**config.mk**
```make
export PLATFORM = sky130hd
export DESIGN_NAME = nibble_serial_adder_flat
export DESIGN_NICKNAME = d
export VERILOG_FILES = /design/src/rtl/nibble_serial_adder_if.sv /design/src/rtl/nibble_serial_adder.sv /design/src/flat_wrapper.sv
export SDC_FILE = /design/constraint.sdc
export NUM_CORES = 1
export LEC_CHECK = 0
export CELL_PAD_IN_SITES_DETAIL_PLACEMENT = 1
export CELL_PAD_IN_SITES_GLOBAL_PLACEMENT = 2
export CORE_ASPECT_RATIO = 1.5
export CORE_MARGIN = 1.5
export CORE_UTILIZATION = 35
export CTS_CLUSTER_SIZE = 40
export DETAILED_ROUTE_END_ITERATION = 6
export DONT_BUFFER_PORTS = 1
export PLACE_DENSITY = 0.74
export RECOVER_POWER = 50
export SYNTH_ARGS = -nofsm -noshare
export SYNTH_HDL_FRONTEND = slang
export SYNTH_SLANG_ARGS = --single-unit
```
**constraint.sdc**
```tcl
create_clock -name clk -period 1.32 [get_ports clk]
set_input_delay 0.264 -clock clk [delete_from_list [all_inputs] [get_ports clk]]
set_output_delay 0.264 -clock clk [all_outputs]
set_load 0.05 [all_outputs]
```
**src/rtl/nibble_serial_adder_if.sv**
```systemverilog
// Handshake and data bundle between the operand source, nibble_serial_adder and the result consumer.
// The master side drives operands and out_ready; the slave side is the adder itself.
interface nibble_serial_adder_if #(
  parameter int WIDTH = 16
);
  logic             in_valid;
  logic             in_ready;
  logic [WIDTH-1:0] a;
  logic [WIDTH-1:0] b;
  logic             cin;
  logic             out_valid;
  logic             out_ready;
  logic [WIDTH-1:0] sum;
  logic             cout;
  logic             ovf;
  logic             busy;

  modport master (
    output in_valid, a, b, cin, out_ready,
    input  in_ready, out_valid, sum, cout, ovf, busy
  );

  modport slave (
    input  in_valid, a, b, cin, out_ready,
    output in_ready, out_valid, sum, cout, ovf, busy
  );
endinterface

```
**src/rtl/nibble_serial_adder.sv**
```systemverilog
// Digit-serial WIDTH-bit adder: one 4-bit carry-lookahead slice reused per nibble, LSB nibble first,
// with the inter-nibble carry held in a register and valid/ready handshakes on both sides.
module nibble_serial_adder #(
  parameter int WIDTH = 16
) (
  input logic                  clk,
  input logic                  rst_n,
  nibble_serial_adder_if.slave bus
);
  localparam int NIB   = WIDTH / 4;
  localparam int CNT_W = (NIB > 1) ? $clog2(NIB) : 1;
  localparam logic [CNT_W-1:0] LAST = CNT_W'(NIB - 1);

  typedef enum logic [1:0] {IDLE, RUN, DONE} state_t;

  state_t           state;
  logic [WIDTH-1:0] a_sh;
  logic [WIDTH-1:0] b_sh;
  logic [WIDTH-1:0] sum_sh;
  logic [WIDTH-1:0] sum_next;
  logic             carry;
  logic             cout_r;
  logic             ovf_r;
  logic             busy_r;
  logic [CNT_W-1:0] nib_cnt;

  logic [3:0] g;
  logic [3:0] p;
  logic [3:0] s4;
  logic       c1;
  logic       c2;
  logic       c3;
  logic       c4;

  // Lookahead slice: every carry is a flat sum of generate/propagate products, no ripple.
  always_comb begin
    g  = a_sh[3:0] & b_sh[3:0];
    p  = a_sh[3:0] ^ b_sh[3:0];
    c1 = g[0] | (p[0] & carry);
    c2 = g[1] | (p[1] & g[0]) | (p[1] & p[0] & carry);
    c3 = g[2] | (p[2] & g[1]) | (p[2] & p[1] & g[0]) | (p[2] & p[1] & p[0] & carry);
    c4 = g[3] | (p[3] & g[2]) | (p[3] & p[2] & g[1]) | (p[3] & p[2] & p[1] & g[0])
       | (p[3] & p[2] & p[1] & p[0] & carry);
    s4 = p ^ {c3, c2, c1, carry};
  end

  // New nibbles enter at the MSB end so the LSB nibble lands at the bottom after NIB shifts.
  if (WIDTH == 4) begin : g_single_nibble
    assign sum_next = s4;
  end else begin : g_multi_nibble
    assign sum_next = {s4, sum_sh[WIDTH-1:4]};
  end

  always_ff @(posedge clk or negedge rst_n) begin
    if (!rst_n) begin
      state   <= IDLE;
      a_sh    <= '0;
      b_sh    <= '0;
      sum_sh  <= '0;
      carry   <= 1'b0;
      nib_cnt <= '0;
      cout_r  <= 1'b0;
      ovf_r   <= 1'b0;
      busy_r  <= 1'b0;
    end else begin
      case (state)
        IDLE: begin
          if (bus.in_valid) begin
            a_sh    <= bus.a;
            b_sh    <= bus.b;
            carry   <= bus.cin;
            nib_cnt <= '0;
            sum_sh  <= '0;
            busy_r  <= 1'b1;
            state   <= RUN;
          end
        end
        RUN: begin
          sum_sh <= sum_next;
          a_sh   <= a_sh >> 4;
          b_sh   <= b_sh >> 4;
          carry  <= c4;
          if (nib_cnt == LAST) begin
            cout_r <= c4;
            ovf_r  <= c3 ^ c4;
            state  <= DONE;
          end else begin
            nib_cnt <= nib_cnt + CNT_W'(1);
          end
        end
        DONE: begin
          if (bus.out_ready) begin
            busy_r <= 1'b0;
            state  <= IDLE;
          end
        end
        default: begin
          busy_r <= 1'b0;
          state  <= IDLE;
        end
      endcase
    end
  end

  assign bus.in_ready  = (state == IDLE);
  assign bus.out_valid = (state == DONE);
  assign bus.sum       = sum_sh;
  assign bus.cout      = cout_r;
  assign bus.ovf       = ovf_r;
  assign bus.busy      = busy_r;
endmodule
```
**src/flat_wrapper.sv**
```systemverilog
// flat-port wrapper written by rule: the top's interface ports become plain ports
module nibble_serial_adder_flat 
#(
  parameter int WIDTH = 16
)
  (clk, rst_n, bus_in_valid, bus_a, bus_b, bus_cin, bus_out_ready, bus_in_ready, bus_out_valid, bus_sum, bus_cout, bus_ovf, bus_busy);
  nibble_serial_adder_if #(.WIDTH(WIDTH)) bus_i ();
  input logic clk;
  input logic rst_n;
  input wire logic [$bits(bus_i.in_valid)-1:0] bus_in_valid;
  input wire logic [$bits(bus_i.a)-1:0] bus_a;
  input wire logic [$bits(bus_i.b)-1:0] bus_b;
  input wire logic [$bits(bus_i.cin)-1:0] bus_cin;
  input wire logic [$bits(bus_i.out_ready)-1:0] bus_out_ready;
  output wire logic [$bits(bus_i.in_ready)-1:0] bus_in_ready;
  output wire logic [$bits(bus_i.out_valid)-1:0] bus_out_valid;
  output wire logic [$bits(bus_i.sum)-1:0] bus_sum;
  output wire logic [$bits(bus_i.cout)-1:0] bus_cout;
  output wire logic [$bits(bus_i.ovf)-1:0] bus_ovf;
  output wire logic [$bits(bus_i.busy)-1:0] bus_busy;
  assign bus_i.in_valid = bus_in_valid;
  assign bus_i.a = bus_a;
  assign bus_i.b = bus_b;
  assign bus_i.cin = bus_cin;
  assign bus_i.out_ready = bus_out_ready;
  assign bus_in_ready = bus_i.in_ready;
  assign bus_out_valid = bus_i.out_valid;
  assign bus_sum = bus_i.sum;
  assign bus_cout = bus_i.cout;
  assign bus_ovf = bus_i.ovf;
  assign bus_busy = bus_i.busy;
  nibble_serial_adder #(.WIDTH(WIDTH)) u_core (.clk(clk), .rst_n(rst_n), .bus(bus_i));
endmodule
```
; ---- Yosys cells after proc, flatten, opt, wreduce, memory -nomap -nowiden
; Index checks and enable logic that the tools add are counted.
[totals]
regBits = 56
in_bits = 37
out_inout_bits = 21
[classes]
n_addsub = 1
n_eq_ne = 7
muxes = 18
n_bitwise = 31
reduce_logical = 7
[op_table]
columns = operator, n
row1 = 16-bit case mux with 2 select lines, 3
row2 = 16-bit 2-to-1 mux, 3
row3 = 1-bit bitwise AND, 16
row4 = 2-bit 2-to-1 mux, 5
row5 = 1-bit OR, 10
row6 = 3-bit AND reduction, 3
row7 = 4-bit bitwise XOR, 2
row8 = "2-bit inequality test, second input constant", 3
row9 = 2-bit case mux with 3 select lines, 1
row10 = 4-bit bitwise AND, 1
row11 = "2-bit equality test, second input constant", 2
row12 = 2-bit case mux with 2 select lines, 1
row13 = 2-bit AND reduction, 2
row14 = 1-bit 2-to-1 mux, 3
row15 = 1-bit case mux with 3 select lines, 1
row16 = "2-bit by 1-bit adder with 2-bit output, second input constant", 1
row17 = "2-bit by 1-bit equality test with 1-bit output, second input constant", 1
row18 = 2-bit logical NOT, 1
row19 = "2-bit by 1-bit inequality test with 1-bit output, second input constant", 1
row20 = 1-bit case mux with 2 select lines, 1
row21 = 2-bit nonzero test, 1
row22 = 1-bit NOT, 1
row23 = 1-bit bitwise XOR, 1

; ---- Logic depth before layout (Yosys ltp)
[depth]
word_depth = 7
ltp_mapped = 5
ltp_nobuf = 5

; ---- Worst setup path after synthesis
; Ideal clock, no wire load.
[synth_timing]
kind = flip-flop to output port
start = reg u_core.state[1]
end = out bus_in_ready
arrival_time_ps = 1281
required_time_ps = 1056
path_slack_ps = -225
stages_incl_launch_ff = 3
path_buffers = 1
cell_sequence = dfrtp_1 > clkbuf_1 > nor2_1
[synth_via]
elab_chain_len = 1
[synth_lines]
columns = item, line
row1 = from (decl), nibble_serial_adder.sv:16  ; state_t state;
row2 = from (signal assigned), nibble_serial_adder.sv:56  ; state <= IDLE;
row3 = from (signal assigned), nibble_serial_adder.sv:75  ; state <= RUN;
row4 = from (signal assigned), nibble_serial_adder.sv:86  ; state <= DONE;
row5 = 2-bit logical NOT, nibble_serial_adder.sv:105  ; assign bus.in_ready = (state == IDLE);
row6 = to (decl), flat_wrapper.sv:15  ; output wire logic [$bits(bus_i.in_ready)-1:0] bus_in_ready;
; No other way between the ends.

; ---- Final worst setup path
[layout_timing]
start = reg u_core.state[1]
end = reg u_core.b_sh[0]
[layout_via]
elab_chain_len = 3
word_cells_on_any_way = 6
cone_classes = eq/ne: 2 / mux: 1 / reduce/logical: 3
[layout_lines]
columns = item, line
row1 = 2-bit by 1-bit equality test with 1-bit output / 2-bit logical NOT (equally long branches), nibble_serial_adder.sv:66  ; case (state)
row2 = 2-bit nonzero test (no source line) / 2-bit inequality test (equally long branches), n/a
row3 = 2-bit AND reduction (no source line), n/a
row4 = to (signal assigned), nibble_serial_adder.sv:70  ; b_sh <= bus.b;
row5 = to (signal assigned), nibble_serial_adder.sv:81  ; b_sh <= b_sh >> 4;
row6 = to (decl), nibble_serial_adder.sv:18  ; logic [WIDTH-1:0] b_sh;
; Parallel ways exist; a longest one is shown, timed or not.
; A chain may end at the register's enable or synchronous reset.

==> results.yml <==
outcome:
  status: "finished with violations"
  violations: "hold timing, setup timing"
global_route:
  antenna_found_initial: 0
  grt_overflow: 0
  grt_pass1_wl_um: 11100
  grt_max_degree: 57
  track_usage: 0.183
  grt_pass1_vias: 2212
cts:
  cts_sinks: 56
  htreeDepth: 2
  cts_buffers: 5
  cts-root-buf: "clkbuf_8"
  cts_tree: "yes"
  clock_insertion_delay_worst_skew_ns: 0.32
  clockBufferDepth: 2
  clkTransAtPathRegs_ns: 0.10
flow_run:
  cap_viol_max_count: 0
pwr:
  pwr-share-comb: 0.572
  power.leakage_nw: 1.60
  peakVddDrop_mv: 1.33
  p_per_area_mw_per_mm2: 3230
  swShare: 0.425
  seqPwrFrac: 0.343
  power_mw: 11.7
  clkPwrFrac: 0.086
  internal_power_mw: 6.70
  power_switching_mw: 4.96
timing:
  skew_ns: 0.0152
  hold_slack_ns: -0.379
  fin_tns_setup_ns: -4.88
  slew_headroom: 0.655
  hold_viol: 56
  fmax_mhz: 658
  period_minus_slack_ns: 1.52
  rsz0062_at_grt: "true"
  min_period_over_period: 1.15
  tightest_slew_ns: 0.517
  setup-violations-final: 45
  fin_ws_ns: -0.199
  slew_viol_final: 0
critical_path:
  critPathRequiredTime_ns: 1.53
  path_max_fanout: 7
  path_cells: "buf_4 > nor2b_4 > buf_12 > buf_16 > mux2i_2 > o21ai_1"
  critical_path.max_stage_delay_ns: 0.44
  reg2reg_depth: 6
  end_kind: "flop"
  path_buf_inv: 3
  crit_end: "u_core.b_sh[0]$_DFFE_PN0P_"
  path_depth: 6
  crit_start: "u_core.state[1]$_DFFE_PN0P_"
  arrival_ns: 1.73
  critPathSlowestCell: "dfrtp_2"
  worstReg2RegEnd: "u_core.b_sh[0]$_DFFE_PN0P_"
  rr_startpoint: "u_core.state[1]$_DFFE_PN0P_"
  crit_type: "flop to flop"
  critPathTopFamily: "buffers and inverters"
  reg2reg_slack_ns: -0.20
  startpoint_type: "flop"
floorplanning:
  start_util: 0.363
  ios: 58
  chipHeight_um: 109
  fp.dieW_um: 73.7
  coreArea_mm2: 0.00723
  die_area_mm2: 0.00804
  rows: 38
place:
  hpwl_um: 4280
  portBuffers: 0
  place_congestion: 0.812
  dp_slack_ns: -0.146
cells_and_area:
  area_growth_pct: 37.5
  n_antenna_cell: 0
  mostFrequentLayoutCells: "52 x dfrtp_1, 37 x nand2_1, 27 x o21ai_1, 26 x buf_4, 19 x mux2i_1"
  final_common_cell: "dfrtp_1"
  regArea_mm2: 0.00141
  multi_input_area_mm2: 0.00132
  layout-drive-gt1-share: 0.340
  nets: 334
  nFillCells: 783
route:
  final_antenna_net_count: 0
  vias: 1966
  drc_errors: 0
  dr.pass1.iters: 4
  routedWlPerCell_um: 17.8
  via_per_inst: 5.03
  wirelength_um: 6960
  drt_first_iter_violations: 50
hold_path:
  hp-class: "input port to async pin"
synth:
  syn-instance-count: 246
  ys.warnings.count: 0
  avgSynthCellArea_um2: 10.7
  synth_edf_count: 0
  synth_area_mm2: 0.00262
  post_synth_num_cell_types: 33
  synth-async-reset-ratio: 1.00
  syn_nets: 290
  ys_ff_latch: 56
  synth-main-ff-cell: "dfrtp_1"
  ys_seq_area_frac: 0.534
==> cells in the mapped netlist (all sizes together) (3+ instances only) <==
cell	n	area (um^2)
dfrtp	56	1400
nand2	40	150
o21ai	37	185
mux2i	24	240
a22o	15	131
a21oi	13	65.1
buf	11	96.3
nor2b	10	65.1
ha	6	75.1
clkbuf	5	18.8
nor2	5	18.8
inv	3	11.3
nand3	3	15.0
==> per-layer routing <==
metal	vias to the layer above	track usage	routed length, um
li1	944	-	-
met1	969	0.197	2710
met2	47	0.338	3810
met3	6	0.0481	326
met4	0	0.0635	111
met5	-	0	0
==> power groups by stage <==
| stage | combinational (mW) | clock (mW) | sequential (mW) |
|---|---|---|---|
| floorplan | 3.07 | 0 | 3.86 |
| global placement | 4.30 | 0 | 3.95 |
| detailed placement | 4.43 | 0 | 3.99 |
| CTS | 5.69 | 1.04 | 3.98 |
| global route | 7.21 | 1.12 | 4.13 |
| finish | 6.67 | 0.999 | 4.00 |
==> kinds of logic (layout without fill, tap and decap cells) <==
family          Yosys count  count (layout)  share of synthesized area
flops                    56              56                      0.534
mux                      25              25                     0.0959
xor+xnor                  3               3                     0.0100
compound gates           73              73                      0.168
fa+ha+maj                 7               7                     0.0362
buf+inv                  19              64                     0.0482
simple gates             63              63                      0.107
==> worst min-delay path by stage <==
stage                                     end  cells after the start
6_report          u_core.b_sh[13]$_DFFE_PN0P_                      0
5_1_grt            u_core.a_sh[0]$_DFFE_PN0P_                      0
4_1_cts           u_core.a_sh[15]$_DFFE_PN0P_                      0
3_5_place_dp   u_core.bus.sum[12]$_DFFE_PN0P_                      0
3_3_place_gp    u_core.bus.sum[8]$_DFFE_PN0P_                      0
2_1_floorplan      u_core.a_sh[0]$_DFFE_PN0P_                      0
==> timing repair <==
| action | 4_1_cts | 5_1_grt |
|---|---|---|
| setup endpoints to repair | 22 | 47 |
| gates resized for setup | 40 | 37 |
| setup buffers | 11 | 11 |
| hold endpoints to repair | 56 | 56 |
| pin swaps | 13 | 10 |
| gates cloned | 3 | 2 |
==> state kept, by name, summed over array words and instances (netlist names) <==
signal / count
u_core.bus.cout: 1
u_core.nib_cnt: 2
u_core.bus.sum: 16
u_core.a_sh: 16
u_core.bus.busy: 1
u_core.carry: 1
u_core.b_sh: 16
u_core.bus.ovf: 1
u_core.state: 2
==> metrics by stage <==
stage / utilization / instances / area [um^2]
2_1_floorplan: - / 246 / 2670
3_3_place_gp: 0.411 / 359 / 2970
3_5_place_dp: 0.411 / 359 / 2970
4_1_cts: 0.467 / 381 / 3380
5_1_grt: 0.499 / 391 / 3610
6_report: 0.499 / 391 / 3610
==> area by class of cell <==
class,instances,area share
repair buffers,53,0.180
inverters,3,0.00312
multi-input cells,171,0.366
clock buffers,7,0.0239
well taps,100,0.0347
clock inverters,1,0.00208
flip-flops and latches,56,0.390
No activity file was read; power rests on OpenSTA's default activity.
